[config.mk]
export PLATFORM = sky130hd
export DESIGN_NAME = mem_arb
export DESIGN_NICKNAME = d
export VERILOG_FILES = /design/src/rtl/rv6_bus_pkg.sv /design/src/rtl/mem_arb.sv
export SDC_FILE = /design/constraint.sdc
export NUM_CORES = 1
export LEC_CHECK = 0
export BUFFER_PORTS_ARGS = -buffer_cell sky130_fd_sc_hd__buf_2
export CELL_PAD_IN_SITES_DETAIL_PLACEMENT = 1
export CELL_PAD_IN_SITES_GLOBAL_PLACEMENT = 2
export CORE_AREA = 2 2 206 208
export CTS_CLUSTER_DIAMETER = 80
export DETAILED_ROUTE_END_ITERATION = 8
export DIE_AREA = 0 0 208 210
export PLACE_DENSITY_LB_ADDON = 0.1
export SKIP_LAST_GASP = 1
export SYNTH_ARGS = -nofsm -noshare
export SYNTH_HDL_FRONTEND = slang
export SYNTH_SLANG_ARGS = --single-unit
[constraint.sdc]
create_clock -name clk -period 3.9 [get_ports clk]
set_clock_uncertainty 0.1 [all_clocks]
set_input_delay 0.78 -clock clk [delete_from_list [all_inputs] [get_ports clk]]
set_output_delay 0.78 -clock clk [all_outputs]
set_load 0.01 [all_outputs]
[src/rtl/rv6_bus_pkg.sv]
// Shared definitions for the rv6 memory-bus arbiter: FSM state and owner
// encodings, default burst geometry, and the line-base helper.
package rv6_bus_pkg;

  typedef enum logic [1:0] {
    ST_IDLE  = 2'd0,
    ST_BURST = 2'd1,
    ST_DONE  = 2'd2,
    ST_LOCK  = 2'd3
  } arb_state_e;

  typedef enum logic [1:0] {
    OWN_NONE = 2'd0,
    OWN_I    = 2'd1,
    OWN_D    = 2'd2
  } owner_e;

  localparam int unsigned BEATS_DEFAULT      = 8;
  localparam int unsigned STARVE_MAX_DEFAULT = 3;
  localparam int unsigned BEAT_BYTES         = 8;
  localparam int unsigned BEAT_SHIFT         = 3;

  // Clears the in-line offset bits so a burst always starts on a line boundary.
  function automatic logic [63:0] line_base(input logic [63:0] addr, input int unsigned beats);
    logic [63:0] span;
    span = 64'(beats * BEAT_BYTES);
    return addr & ~(span - 64'd1);
  endfunction

endpackage

[src/rtl/mem_arb.sv]
// Two-requester (I-fetch / D-cache) burst arbiter onto one shared memory bus,
// with D priority, bounded I starvation and an atomic D lock.
module mem_arb
  import rv6_bus_pkg::*;
#(
  parameter int unsigned BEATS      = BEATS_DEFAULT,
  parameter int unsigned STARVE_MAX = STARVE_MAX_DEFAULT
) (
  input  logic        clk,
  input  logic        rst,
  input  logic        i_req,
  input  logic [63:0] i_addr,
  output logic [63:0] i_data,
  output logic        i_vld,
  output logic        i_done,
  input  logic        d_req,
  input  logic        d_we,
  input  logic [63:0] d_addr,
  input  logic [63:0] d_wdata,
  output logic [63:0] d_rdata,
  output logic        d_vld,
  output logic        d_wrdy,
  output logic        d_done,
  input  logic        d_lock,
  output logic        b_req,
  output logic        b_we,
  output logic [63:0] b_addr,
  output logic [63:0] b_wdata,
  input  logic [63:0] b_rdata,
  input  logic        b_ack,
  output logic        b_rd_i,
  output logic        b_rd_d
);

  localparam int BW = (BEATS > 1) ? $clog2(BEATS) : 1;
  localparam int SW = (STARVE_MAX > 0) ? $clog2(STARVE_MAX + 1) : 1;
  localparam logic [BW-1:0] BEAT_LAST  = BW'(BEATS - 1);
  localparam logic [SW-1:0] STARVE_LIM = SW'(STARVE_MAX);

  arb_state_e    state_q, state_d;
  owner_e        owner_q, owner_d;
  logic          we_q, we_d;
  logic [63:0]   base_q, base_d;
  logic [BW-1:0] beat_q, beat_d;
  logic [SW-1:0] starve_q, starve_d;
  logic          rd_i_q, rd_i_d;
  logic          rd_d_q, rd_d_d;
  logic          grant_d_side;
  logic          in_burst;
  logic          rd_beat;

  always_ff @(posedge clk) begin
    if (rst) begin
      state_q  <= ST_IDLE;
      owner_q  <= OWN_NONE;
      we_q     <= 1'b0;
      base_q   <= '0;
      beat_q   <= '0;
      starve_q <= '0;
      rd_i_q   <= 1'b0;
      rd_d_q   <= 1'b0;
    end else begin
      state_q  <= state_d;
      owner_q  <= owner_d;
      we_q     <= we_d;
      base_q   <= base_d;
      beat_q   <= beat_d;
      starve_q <= starve_d;
      rd_i_q   <= rd_i_d;
      rd_d_q   <= rd_d_d;
    end
  end

  always_comb begin
    state_d  = state_q;
    owner_d  = owner_q;
    we_d     = we_q;
    base_d   = base_q;
    beat_d   = beat_q;
    starve_d = starve_q;
    // D normally wins; I takes over once D has been favoured STARVE_MAX times in a row.
    grant_d_side = d_req && !(i_req && (starve_q == STARVE_LIM));

    case (state_q)
      ST_IDLE: begin
        owner_d = OWN_NONE;
        if (grant_d_side) begin
          state_d = ST_BURST;
          owner_d = OWN_D;
          we_d    = d_we;
          base_d  = line_base(d_addr, BEATS);
          if (i_req && (starve_q != STARVE_LIM)) begin
            starve_d = starve_q + SW'(1);
          end
        end else if (i_req) begin
          state_d  = ST_BURST;
          owner_d  = OWN_I;
          we_d     = 1'b0;
          base_d   = line_base(i_addr, BEATS);
          starve_d = '0;
        end
      end
      ST_BURST: begin
        if (b_ack) begin
          beat_d = beat_q + BW'(1);
          if (beat_q == BEAT_LAST) begin
            state_d = ST_DONE;
          end
        end
      end
      ST_DONE: begin
        if ((owner_q == OWN_D) && d_lock) begin
          state_d = ST_LOCK;
        end else begin
          state_d = ST_IDLE;
          owner_d = OWN_NONE;
        end
      end
      ST_LOCK: begin
        // Locked D bursts bypass arbitration and leave the starve count alone.
        if (d_req) begin
          state_d = ST_BURST;
          we_d    = d_we;
          base_d  = line_base(d_addr, BEATS);
        end else if (!d_lock) begin
          state_d = ST_IDLE;
          owner_d = OWN_NONE;
        end
      end
      default: begin
        state_d = ST_IDLE;
        owner_d = OWN_NONE;
      end
    endcase

    rd_i_d = (owner_d == OWN_I) && ((state_d == ST_BURST) || (state_d == ST_DONE));
    rd_d_d = (owner_d == OWN_D) && (state_d != ST_IDLE);
  end

  always_comb begin
    in_burst = (state_q == ST_BURST);
    rd_beat  = b_ack && in_burst && !we_q;
    b_req    = in_burst;
    b_we     = in_burst && we_q;
    b_addr   = in_burst ? (base_q + (64'(beat_q) << BEAT_SHIFT)) : '0;
    b_wdata  = d_wdata;
    i_data   = b_rdata;
    d_rdata  = b_rdata;
    i_vld    = rd_beat && (owner_q == OWN_I);
    d_vld    = rd_beat && (owner_q == OWN_D);
    d_wrdy   = b_ack && in_burst && we_q;
    i_done   = (state_q == ST_DONE) && (owner_q == OWN_I);
    d_done   = (state_q == ST_DONE) && (owner_q == OWN_D);
    b_rd_i   = rd_i_q;
    b_rd_d   = rd_d_q;
  end

endmodule
==> impl_metrics.env <==
export IMPL_grt_setup_unrepaired="no"
export IMPL_synthAdderAreaFrac_pct=0.912
export IMPL_max_freq_mhz=320
export IMPL_drc_errors=0
export IMPL_boundaryPins=528
export IMPL_min_from="starve_q[1]"
export IMPL_place_inst=1170
export IMPL_critPathBufInv=2
export IMPL_die_w_um=208
export IMPL_synth_xor_area_share_pct=0.160
export IMPL_dieArea_um2=43700
export IMPL_cp_required_ns=3.02
export IMPL_criticalPathCategory="reg -> out"
export IMPL_avgRoutedWirePerCell_um=21.6
export IMPL_avgViaCountPerCell=4.11
export IMPL_wl_mm=25.7
export IMPL_tightest_slew_ns=1.17
export IMPL_drv_slew=0
export IMPL_synth_top_family_by_area="buffers and inverters"
export IMPL_nets=909
export IMPL_cp_max_fo=34
export IMPL_hold_viol_final=0
export IMPL_synth_cell_types=42
export IMPL_cts_root_buf="clkbuf_16"
export IMPL_seq_area_frac_synth_pct=25.5
export IMPL_die_h_um=210
export IMPL_nFillCells=4965
export IMPL_vias=4875
export IMPL_antenna_found_initial=1
export IMPL_grt_pass1_wl_mm=37.5
export IMPL_cap_violations=0
export IMPL_powerDensity_nw_per_um2=353
export IMPL_sequentialPowerShare_pct=39.3
export IMPL_synth_compound_area_share_pct=25.0
export IMPL_r2r_start="state_q[0]"
export IMPL_synthArstFlopShare_pct=0
export IMPL_grt_max_degree=62
export IMPL_slowest_delay_ns=0.65
export IMPL_status="completed"
export IMPL_slowest_stage="dfxtp_1"
export IMPL_cts_tree="done"
export IMPL_finalSetupTns_ns=0
export IMPL_power_leakage_uw=0.00232
export IMPL_pwr_share_comb_pct=19.5
export IMPL_synth_flop_cell="dfxtp_1"
export IMPL_hold_buffers=0
export IMPL_relSlewSlack_pct=22.0
export IMPL_gp_congestion=0.624
export IMPL_fp_row_count=75
export IMPL_dp_final_hpwl_mm=16.7
export IMPL_startpoint="state_q[0]"
export IMPL_endpoint_kind="output pin"
export IMPL_cp_start_kind="flop"
export IMPL_grt_total_usage_pct=11.5
export IMPL_cts_made_buffers=9
export IMPL_antenna_left=0
export IMPL_postSynthCellCount=687
export IMPL_path_clk_slew_ns=0.06
export IMPL_post_cts_resized=0
export IMPL_synth_area_mux_share_pct=0
export IMPL_finalCritPeriodShare_pct=80.1
export IMPL_io_buffer_count=192
export IMPL_start_util_pct=13.2
export IMPL_grt_pass1_vias=5612
export IMPL_crit_family="simple AND/OR/NAND/NOR gates"
export IMPL_drtPass1Iterations=4
export IMPL_clkLatencyLatePin_ns=0.36
export IMPL_drive_gt1_share_pct=35.5
export IMPL_fin_cells=1187
export IMPL_syn_to_final_growth_pct=5.88
export IMPL_yosys_warnings=0
export IMPL_grt_overflow_total=0
export IMPL_setup_violations_final=0
export IMPL_avgSynthCellArea_um2=7.99
export IMPL_core_area_um2=41500
export IMPL_cts_sinks=70
export IMPL_finalCriticalPeriod_ns=3.12
export IMPL_clkPwrFrac_pct=41.2
export IMPL_synth_edff_count=0
export IMPL_p_sw_uw=631
export IMPL_ir_drop_mv=0.150
export IMPL_synth_area_um2=5490
export IMPL_hold_path_class="reg -> reg"
export IMPL_internal_power_uw=1420
export IMPL_dr_first_iter_drc_count=158
export IMPL_synth_seq_cells=70
export IMPL_cts_setup_buffers=0
export IMPL_cp_cell_sequence="nor2b_4 > buf_4 > and2_1 > buf_2"
export IMPL_p_sw_share_pct=30.8
export IMPL_cts_max_path_buffers=2
export IMPL_yosys_area_share_simple_pct=16.2
export IMPL_worstPathArrival_ns=2.24
export IMPL_htreeDepth=3
per-layer routing:
layer  vias to the layer above  wire length, µm  global-route usage (%)
li1                       2189                -                       -
met1                      2399            10900                    13.8
met2                       212            12400                    19.2
met3                        75             1610                    3.10
met4                         0              767                    5.38
met5                         -                0                       0
stage by stage:
| step | hold slack (ns) | utilization, % | worst slack [ns] | instance area, µm² | total power (µW) |
|---|---|---|---|---|---|
| detailed placement | 0.366 | 13.3 | 1.00 | 5530 | 1230 |
| global placement | 0.348 | 13.3 | 1.01 | 5530 | 1230 |
| global route | 0.413 | 14.0 | 0.571 | 5800 | 2170 |
| finish | 0.373 | 14.0 | 0.776 | 5810 | 2050 |
| floorplan | 0.336 | - | 1.57 | 5490 | 1240 |
| CTS | 0.376 | 14.0 | 0.667 | 5800 | 2130 |
Yosys cell counts (2+ instances only):
cell	n	area, µm²
nand3_1	60	300
o21ai_0	59	295
and3b_1	2	17.5
buf_6	2	22.5
buf_2	13	65.1
inv_1	2	7.51
nor2b_1	2	12.5
buf_4	196	1470
nor2_1	3	11.3
ha_1	4	50.1
a21oi_1	6	30.0
or3b_1	2	17.5
a211oi_1	58	435
buf_1	3	11.3
a311oi_1	58	508
nand2_1	7	26.3
and2_1	66	413
nor4b_1	2	17.5
dfxtp_1	70	1400
clkbuf_1	49	184
and3_1	2	12.5
sequential cells by signal (all words and copies together), names as in the netlist:
register  flops
b_rd_d        1
b_rd_i        1
base_q       58
beat_q        3
owner_q       2
starve_q      2
state_q       2
we_q          1
power by group through the flow:
stage                     registers [µW]  clock network [µW]  logic, µW
final                                805                 844        400
after global routing                 812                 913        446
after CTS                            805                 908        413
after detailed placement             821                   0        410
after global placement               819                   0        412
after floorplan                      809                   0        428
worst paths after layout:
kind,to,slack (ns),cells past startpoint
max,b_addr[52],0.78,4
min,starve_q[1],0.37,2
max reg2reg,base_q[37],1.23,4
min reg2reg,starve_q[1],0.37,2
area by class of cell:
type | instances | area [µm²] | area share (%)
diodes | 3 | 7.51 | 0.129
inverters | 2 | 7.51 | 0.129
clock inverters | 1 | 5.00 | 0.0862
flip-flops and latches | 70 | 1400 | 24.1
clock buffers | 13 | 270 | 4.65
well taps | 539 | 674 | 11.6
multi-input cells | 354 | 2360 | 40.6
repair buffers | 205 | 1080 | 18.7
tightest hold or removal path: stages (launching register included):
cell and delay (ns):
dfxtp_1 0.32, nand2_1 0.05, a21oi_1 0.05
placed cells by master (no fill, tap or decap), drive strengths merged, types with 3 or more instances in the layout:
cell / Yosys / final
a311oi: 58 / 58
buf: 214 / 205
a211oi: 58 / 58
dfxtp: 70 / 70
conb: 1 / 3
nor2: 3 / 3
clkbuf: 49 / 13
o21ai: 60 / 60
a21oi: 6 / 6
ha: 4 / 4
and2: 66 / 66
nand2: 7 / 7
nand3: 60 / 60
diode: 0 / 3
kinds of logic (layout without fill, tap and decap cells):
group / count (synthesis) / in the layout
fa+ha+maj: 4 / 4
xor+xnor: 1 / 1
compound gates: 192 / 192
other cells: 1 / 6
simple gates: 154 / 154
flops: 70 / 70
buf+inv: 265 / 221
(Power assumes the default switching activity.)
